--- config.mk ---
export PLATFORM = sky130hd
export DESIGN_NAME = pipe_ctrl_chain
export DESIGN_NICKNAME = d
export VERILOG_FILES = /design/src/rtl/pipe_ctrl_pkg.sv /design/src/rtl/pipe_ctrl_stage.sv /design/src/rtl/pipe_ctrl_chain.sv
export SDC_FILE = /design/constraint.sdc
export NUM_CORES = 1
export LEC_CHECK = 0
export ABC_AREA = 1
export BUFFER_PORTS_ARGS = -buffer_cell sky130_fd_sc_hd__buf_4
export CORE_MARGIN = 5
export CORE_UTILIZATION = 47
export CTS_BUF_LIST = sky130_fd_sc_hd__clkbuf_16
export DETAILED_ROUTE_END_ITERATION = 8
export PLACE_DENSITY = 0.78
export SYNTH_ARGS = -nofsm -noshare
export SYNTH_HDL_FRONTEND = slang
export SYNTH_SLANG_ARGS = --single-unit
--- constraint.sdc ---
create_clock -name clk -period 1.1 [get_ports clk]
set_clock_uncertainty 0.05 [all_clocks]
set_input_delay 0.11 -clock clk [delete_from_list [all_inputs] [get_ports clk]]
set_output_delay 0.11 -clock clk [all_outputs]
set_load 0.02 [all_outputs]
--- src/rtl/pipe_ctrl_pkg.sv ---
// pipe_ctrl_pkg: shared constants for the pipeline control-word chain.
// Field positions, default width and the bubble word.
package pipe_ctrl_pkg;

    localparam int DEFAULT_WIDTH = 16;

    localparam int CTRL_OPCODE_LSB = 0;
    localparam int CTRL_OPCODE_W   = 4;
    localparam int CTRL_AM         = 4;
    localparam int CTRL_S          = 6;
    localparam int CTRL_LOAD       = 7;
    localparam int CTRL_RF         = 8;
    localparam int CTRL_SIZE       = 9;
    localparam int CTRL_RW         = 11;
    localparam int CTRL_EN         = 12;
    localparam int CTRL_B          = 13;
    localparam int CTRL_BL         = 14;

    localparam logic [DEFAULT_WIDTH-1:0] CTRL_BUBBLE = '0;

endpackage

--- src/rtl/pipe_ctrl_stage.sv ---
// pipe_ctrl_stage: one control-word register with valid bit.
// Clear beats load; a word loaded with valid low is forced to zero.
module pipe_ctrl_stage
    import pipe_ctrl_pkg::*;
#(
    parameter int WIDTH = DEFAULT_WIDTH
) (
    input  logic             clk,
    input  logic             R,
    input  logic             load,
    input  logic             clear,
    input  logic [WIDTH-1:0] d,
    input  logic             d_valid,
    output logic [WIDTH-1:0] q,
    output logic             q_valid
);

    // Register with reset/clear to bubble, load, otherwise keep.
    always_ff @(posedge clk) begin
        if (R || clear) begin
            q       <= WIDTH'(CTRL_BUBBLE);
            q_valid <= 1'b0;
        end else if (load) begin
            q       <= d_valid ? d : WIDTH'(CTRL_BUBBLE);
            q_valid <= d_valid;
        end
    end

endmodule

--- src/rtl/pipe_ctrl_chain.sv ---
// pipe_ctrl_chain: ID/EX..MEM/WB control-word chain with hold/flush/stall.
// Optional PIPE_CTRL_STATS_EN adds saturating bubble and flush counters.
module pipe_ctrl_chain
    import pipe_ctrl_pkg::*;
#(
    parameter int WIDTH        = DEFAULT_WIDTH,
    parameter int DEPTH        = 3,
    parameter int FLUSH_STAGES = 1
) (
    input  logic                   clk,
    input  logic                   R,
    input  logic [WIDTH-1:0]       in_ctrl,
    input  logic                   in_valid,
    input  logic                   stall,
    input  logic                   flush,
    input  logic                   hold,
    output logic [DEPTH*WIDTH-1:0] stage_ctrl,
    output logic [DEPTH-1:0]       stage_valid,
    output logic [WIDTH-1:0]       out_ctrl,
    output logic                   out_valid
`ifdef PIPE_CTRL_STATS_EN
    ,
    output logic [15:0]            bubble_count,
    output logic [15:0]            flush_count
`endif
);

    logic [WIDTH-1:0] d_word [DEPTH];
    logic             d_vld  [DEPTH];
    logic [WIDTH-1:0] q_word [DEPTH];
    logic             q_vld  [DEPTH];
    logic             ld     [DEPTH];
    logic             clr    [DEPTH];

    // Per-stage decode: hold > flush > stall > advance.
    always_comb begin
        for (int k = 0; k < DEPTH; k++) begin
            ld[k]  = 1'b0;
            clr[k] = 1'b0;
            priority case (1'b1)
                hold: ;
                flush: begin
                    if (k < FLUSH_STAGES) clr[k] = 1'b1;
                    else                  ld[k]  = 1'b1;
                end
                stall: begin
                    if (k == 0) clr[k] = 1'b1;
                    else        ld[k]  = 1'b1;
                end
                default: ld[k] = 1'b1;
            endcase
        end
    end

    for (genvar k = 0; k < DEPTH; k++) begin : g_stage
        if (k == 0) begin : g_head
            assign d_word[k] = in_ctrl;
            assign d_vld[k]  = in_valid;
        end else begin : g_body
            assign d_word[k] = q_word[k-1];
            assign d_vld[k]  = q_vld[k-1];
        end

        pipe_ctrl_stage #(
            .WIDTH(WIDTH)
        ) u_stage (
            .clk    (clk),
            .R      (R),
            .load   (ld[k]),
            .clear  (clr[k]),
            .d      (d_word[k]),
            .d_valid(d_vld[k]),
            .q      (q_word[k]),
            .q_valid(q_vld[k])
        );

        assign stage_ctrl[k*WIDTH +: WIDTH] = q_word[k];
        assign stage_valid[k]               = q_vld[k];
    end

    assign out_ctrl  = q_word[DEPTH-1];
    assign out_valid = q_vld[DEPTH-1];

`ifdef PIPE_CTRL_STATS_EN
    logic bubble_ev;
    logic flush_ev;

    assign bubble_ev = !hold && (flush || stall || !in_valid);
    assign flush_ev  = !hold && flush;

    // Saturating event counters, cleared by reset.
    always_ff @(posedge clk) begin
        if (R) begin
            bubble_count <= '0;
            flush_count  <= '0;
        end else begin
            if (bubble_ev && bubble_count != 16'hFFFF)
                bubble_count <= bubble_count + 16'd1;
            if (flush_ev && flush_count != 16'hFFFF)
                flush_count <= flush_count + 16'd1;
        end
    end
`endif

endmodule
* Word-level counts from Yosys, hierarchy flattened
Cells that the tools add are included.
Cells by class: shifts and indexed selects 0, $lt $le $gt $ge 0, reduce and logical (&&, ||, !) cells 1, div/mod/pow operators 0, eq/ne operators 0, $add $sub $neg 0, mux-type cells 9, bitwise logic cells 0, $mul 0
Operators by type and width (count):
- $mux W16 | 3
- $mux W1 | 6
- $logic_or A1 B1 Y1 | 1
Storage, ports and cells: word-level logic and storage cells 16, register bits after elaboration 51, memories 0, RAM bits 0, ROM bits 0, latch bits 0

* Longest topological paths before layout
Gate-level depths: netlist of run 1.
word-level depth 4, mapped depth 7, depth with buffers taken out 5

* By module
Synthesis of run 1 repeated with hierarchy kept, for this count alone.
Unflattened totals: cell total of the unflattened synthesis 256, area total of the unflattened synthesis 2228.4 µm²
By module, submodules not included:
- pipe_ctrl_stage | times used 3, area an instance 689.4 µm², cells an instance 77, seq. area each 340.3 µm²
- pipe_ctrl_chain | times used 1, area an instance 160.2 µm², cells an instance 25, seq. area each 0.0 µm²

* Worst setup path before layout of run 1
OpenSTA, ideal clock, no wires.
path kind flip-flop to flip-flop, from register g_stage[1].u_stage.q_valid, to register g_stage[2].u_stage.q[10], cell stages (with the launch flop) 6, arrival time 840 ps, clock period less this slack 960 ps, path slack 140 ps, path through dfxtp_1 -> inv_1 -> nor2_4 -> buf_4 -> nand2_1 -> a21oi_1
On the way: cells in the longest elaborated chain, start to end 1
Ends and longest elaborated chain:
- start, declared | RTL line pipe_ctrl_stage.sv:15 | output logic q_valid
- start signal, assigned | RTL line pipe_ctrl_stage.sv:25 | q_valid <= d_valid;
- $mux W16 | RTL line pipe_ctrl_stage.sv:24 | q <= d_valid ? d : WIDTH'(CTRL_BUBBLE);
- end signal, assigned | RTL line pipe_ctrl_stage.sv:21 | q <= WIDTH'(CTRL_BUBBLE);
- end signal, assigned | RTL line pipe_ctrl_stage.sv:24
- end, declared | RTL line pipe_ctrl_stage.sv:14 | output logic [WIDTH-1:0] q,
Every way passes these cells. A chain may end at the register's enable or synchronous reset.

* Worst setup path after layout of run 1
from register g_stage[0].u_stage.q_valid, to output stage_valid[0]
RTL lines:
- start, declared | RTL line pipe_ctrl_stage.sv:15
- start signal, assigned | RTL line pipe_ctrl_stage.sv:25
- end, declared | RTL line pipe_ctrl_chain.sv:18 | output logic [DEPTH-1:0] stage_valid,
No word-level cell between the ends.

==> flow_summary.ini, run 1 <==
[status]
status = completed

[global_routing]
grt_usage = 0.162
grt_start_max_net_pins = 35
grt_pass1_wl_um = 8110
antenna_found_initial = 0
overflow = 0
grt_pass1_vias = 1677

[synthesis]
synth.ff_latch_count = 51
synth_seq_area_share = 0.480
synth_nets = 303
syn_inst = 281
syn_area_um2 = 2130
synth.avg_cell_area_um2 = 7.57
yosysWarnings = 0
synth_cell_type_count = 15

[final_layout]
final_layout_size_suffix_gt1_frac = 0.315
final_cell_mix = 96 x buf_4, 83 x nand2_1, 51 x dfxtp_1
diodes = 0
mostFrequentLayoutCell = buf_4
area_growth_pct = 33.3
finalNetCount = 372
seqCellArea_um2 = 1020
multiInputGateArea_um2 = 833
fill_cells = 399

[min_path]
hp-class = in -> reg

[detailed_routing]
ant_nets = 0
drt_wl_total_um = 4920
drtPass1Iterations = 4
wire_per_inst_um = 12.3
via_per_inst = 4.83
num_vias = 1937
drt_iter0_drc = 84
drc = 0

[clocking]
cts.sinks = 51
postCtsSetupRepairBufs = 0
clk_latency_ps = 280
numCtsBuffers = 5
cts-hold-fix-buffers = 0
clockBufferDepth = 2
htree_levels = 2
path_clk_slew_ps = 60
cts-root-buf = clkbuf_16
cts_tree = done
postCtsResizedCells = 0

[placed_design]
hpwl_um = 3700
place_congestion = 0.813
io_buffer_count = 89

[power_and_ir_drop]
swShare = 0.214
power_w = 0.00357
seq_power_share = 0.527
leakage_nw = 1.22
p_clk_frac = 0.386
power_density_nw_per_um2 = 1260
max-vdd-ir-drop_mv = 0.657
switchingPower_w = 0.000766
combinationalPowerShare = 0.087
p_int_w = 0.00280

[sta]
tightest_slew_ps = 453
final-setup-viol-count = 0
timing.fmax_mhz = 978
rsz0062_at_grt = no
fin_crit_sh = 0.929
slew_headroom = 0.697
tns_ps = 0
hold_violations = 0
timing.final.crit_period_ps = 1020
drv_slew = 0

[setup_path]
ff2ff_path_depth = 5
cp-startpoint = g_stage[0].u_stage.q_valid
crit_path_end = stage_valid[0]
arrival_ps = 860
regToRegStartpoint = g_stage[1].u_stage.q_valid
worstSetupPathType = reg -> out
startpoint_type = flip-flop
endpoint_kind = output pin
critical_path_required_ps = 940
r2r_slack_ps = 120
cp_max_fo = 2
r2r_end = g_stage[2].u_stage.q[6]

[flow_run]
drv_cap = 0

[floorplanning]
fp.dieW_um = 77.3
initial_core_util = 0.485
std_cell_rows = 24
fp.dieH_um = 77.3
io-pin-count = 90
coreArea_um2 = 4380
die_area_um2 = 5970
logic make-up (layout without fill, tap and decap cells):
logic type             after synthesis  after routing  share of synthesized area
buffers and inverters               42            110                      0.128
DFF                                 51             51                      0.480
and+or+nand+nor                    151            151                      0.299
AOI/OAI and AO/OA                   37             37                     0.0924
flip-flops by register name, indices dropped and copies added, names as in the netlist:
name / flops
g_stage.u_stage.q: 48
g_stage.u_stage.q_valid: 3
how the worst min path moves through the flow:
stage               startpoint                         end  slack, ps  depth (start not counted)
finish                    hold     g_stage[2].u_stage.q[7]        120                          3
global route              hold     g_stage[2].u_stage.q[8]        130                          3
CTS                       hold    g_stage[2].u_stage.q[11]        120                          3
detailed placement       stall  g_stage[0].u_stage.q_valid        410                          4
global placement         stall  g_stage[0].u_stage.q_valid        410                          4
floorplan                stall    g_stage[0].u_stage.q[10]        270                          3
layout make-up:
type / instances / share of cell area
Clock buffer: 5 / 0.0441
Clock inverter: 1 / 0.00132
Inverter: 6 / 0.00927
Multi-Input combinational cell: 188 / 0.294
Sequential cell: 51 / 0.360
Tap cell: 52 / 0.0229
Timing Repair Buffer: 98 / 0.268
metal layers:
| layer | global-route usage | vias to the layer above | part of all wire |
|---|---|---|---|
| li1 | - | 1021 | - |
| met1 | 0.191 | 847 | 0.42 |
| met2 | 0.275 | 62 | 0.51 |
| met3 | 0.0492 | 7 | 0.059 |
| met4 | 0.0584 | 0 | 0.017 |
| met5 | 0 | - | 0 |
power groups by stage:
stage	registers [W]	logic, W	clock network, W
2_1_floorplan	0.00194	0.000177	0
3_3_place_gp	0.00192	0.000308	0
3_5_place_dp	0.00192	0.000310	0
4_1_cts	0.00188	0.000310	0.00141
5_1_grt	0.00188	0.000343	0.00149
6_report	0.00188	0.000310	0.00138
worst max-delay path, stage by stage (launching register included):
cell	delay, ps
dfxtp_1	310
buf_4	130
buf_4	150
synth_stat cells:
| library cell | count | area, um2 |
|---|---|---|
| inv_4 | 1 | 6.26 |
| a21oi_1 | 36 | 180 |
| nand2_1 | 83 | 312 |
| buf_2 | 8 | 40.0 |
| clkbuf_1 | 3 | 11.3 |
| dfxtp_1 | 51 | 1020 |
| o21ai_4 | 1 | 16.3 |
| clkinv_2 | 1 | 5.00 |
| nor2_1 | 32 | 120 |
| nor2_4 | 3 | 33.8 |
| nand2_4 | 1 | 11.3 |
| inv_1 | 4 | 15.0 |
| buf_6 | 2 | 22.5 |
| nand3_1 | 32 | 160 |
| buf_4 | 23 | 173 |
per-stage QoR:
stage	std cells	util	hold WS [ps]	worst slack (ps)	area (um2)
6_report	401	0.647	121	77.9	2840
5_1_grt	401	0.647	127	17.3	2840
4_1_cts	399	0.638	118	21.5	2800
3_5_place_dp	393	0.608	411	31.7	2670
3_3_place_gp	393	0.608	413	71.7	2670
2_1_floorplan	281	-	268	140	2130
Power figures use the tool's default switching activity.
==> run 2: changes to the inputs <==
--- a/config.mk
+++ b/config.mk
@@ -13,4 +13,5 @@
 export DETAILED_ROUTE_END_ITERATION = 8
 export PLACE_DENSITY = 0.78
+export RECOVER_POWER = 25
 export SYNTH_ARGS = -nofsm -noshare
 export SYNTH_HDL_FRONTEND = slang
--- a/constraint.sdc
+++ b/constraint.sdc
@@ -3,3 +3,3 @@
 set_input_delay 0.11 -clock clk [delete_from_list [all_inputs] [get_ports clk]]
 set_output_delay 0.11 -clock clk [all_outputs]
-set_load 0.02 [all_outputs]
+set_load 0.005 [all_outputs]
==> run 2 against run 1 <==
Compared with the run above:
- critical path depth unchanged
- non-clock buffer count unchanged
- routed wire length up 0.90%
- clock power about the same
- cell area down 0.35%
- utilization down 0.23 points
- setup slack better by 20 ps
- global-route usage unchanged
- sequential power about the same
- flip-flop and latch count unchanged
- first-iteration DRC count up 14%
- register-to-register slack about the same
- critical endpoint unchanged
==> flow_summary.ini, run 2 (synthesis results as in run 1) <==
[floorplanning]
io-pin-count = 90
fp.dieW_um = 77.3
coreArea_um2 = 4380
fp.dieH_um = 77.3
initial_core_util = 0.485
std_cell_rows = 24
die_area_um2 = 5970

[setup_path]
worstSetupPathType = reg -> out
path_delay_family = flip-flops
critical_path_required_ps = 940
cp_max_fo = 2
startpoint_type = flip-flop
endpoint_kind = output pin
slowest_stage = dfxtp_1
arrival_ps = 840
cp_cell_sequence = buf_4 > buf_4
cpPeakStageDelay_ps = 310
cpMostUsedCell = buf_4
critPathBufInv = 2

[sta]
rsz0062_at_grt = no
slew_headroom = 0.696
drv_slew = 0
fin_crit_sh = 0.911
timing.final.crit_period_ps = 1000
tns_ps = 0
timing.fmax_mhz = 998
tightest_slew_ps = 455
final-setup-viol-count = 0
fin_ws_ps = 98.2
hold_violations = 0

[clocking]
path_clk_slew_ps = 60
cts-root-buf = clkbuf_16
clockBufferDepth = 2
numCtsBuffers = 5
cts-hold-fix-buffers = 0
cts_tree = done
clk_latency_ps = 280
postCtsResizedCells = 0
cts.sinks = 51
htree_levels = 2

[final_layout]
seqCellArea_um2 = 1020
reg.largest.list = g_stage.u_stage.q (48), g_stage.u_stage.q_valid (3)
fill_cells = 403
area_growth_pct = 32.8
final_cell_mix = 85 x buf_4, 83 x nand2_1, 51 x dfxtp_1
finalNetCount = 372
final_layout_size_suffix_gt1_frac = 0.312
regMostFlops = g_stage.u_stage.q
largest_register_ffs = 48
diodes = 0
mostFrequentLayoutCell = buf_4
multiInputGateArea_um2 = 828

[min_path]
hp-class = in -> reg

[placed_design]
io_buffer_count = 89
place_ws_ps = 31.7
hpwl_um = 3700
place_congestion = 0.813

[status]
status = completed

[detailed_routing]
num_vias = 1928
ant_nets = 0
drt_iter0_drc = 96
drc = 0
drt_wl_total_um = 4960
drtPass1Iterations = 4
via_per_inst = 4.81
wire_per_inst_um = 12.4

[global_routing]
antenna_found_initial = 0
overflow = 0
grt_pass1_wl_um = 8110
grt_usage = 0.162
grt_start_max_net_pins = 35
grt_pass1_vias = 1677

[flow_run]
drv_cap = 0

[power_and_ir_drop]
leakage_nw = 1.21
max-vdd-ir-drop_mv = 0.661
power_density_nw_per_um2 = 1250
## run 2: where the power goes
part           switching [W]  internal, W  leakage (nW)
Combinational       0.000157     0.000128         0.735
Clock               0.000572     0.000807        0.0669
Sequential         0.0000155      0.00187         0.412
Total               0.000744      0.00280          1.21
## run 2: area by class of cell
type	count	share of cell area
sequential	51	0.361
clock inverter	1	0.00133
inverter	6	0.00886
timing repair buffer	98	0.268
clock buffer	5	0.0443
tap	52	0.0230
multi-input combinational	188	0.293
## run 2: path summary, 6_finish.rpt
check / cells past startpoint / slack (ps) / end / from
setup / recovery: 2 / 100 / stage_valid[0] / g_stage[0].u_stage.q_valid
hold / removal: 3 / 120 / g_stage[2].u_stage.q[11] / hold
setup reg to reg: 5 / 120 / g_stage[2].u_stage.q[6] / g_stage[1].u_stage.q_valid
hold reg to reg: 2 / 430 / g_stage[1].u_stage.q[14] / g_stage[0].u_stage.q[14]
## run 2: worst min-delay path, stage by stage
cell,delay (ps)
buf_4,170
nand2_1,70
a21oi_1,50
## run 2: per-layer routing
metal | global-route usage | vias up | part of all wire
li1 | - | 1018 | -
met1 | 0.191 | 838 | 0.42
met2 | 0.275 | 65 | 0.51
met3 | 0.0492 | 7 | 0.061
met4 | 0.0584 | 0 | 0.017
met5 | 0 | - | 0
## run 2: per-stage QoR
stage	instance area (um2)	std cells	hold slack [ps]	utilization	total power [W]
2_1_floorplan	2130	281	268	-	0.00210
3_3_place_gp	2670	393	413	0.608	0.00221
3_5_place_dp	2670	393	411	0.608	0.00221
4_1_cts	2800	399	118	0.638	0.00358
5_1_grt	2830	401	127	0.644	0.00369
6_report	2830	401	121	0.644	0.00355
## run 2: what timing repair did
action	4_1_cts	5_1_grt
buffers inserted	0	2
hold endpoints to repair	0	0
setup endpoints to repair	0	31
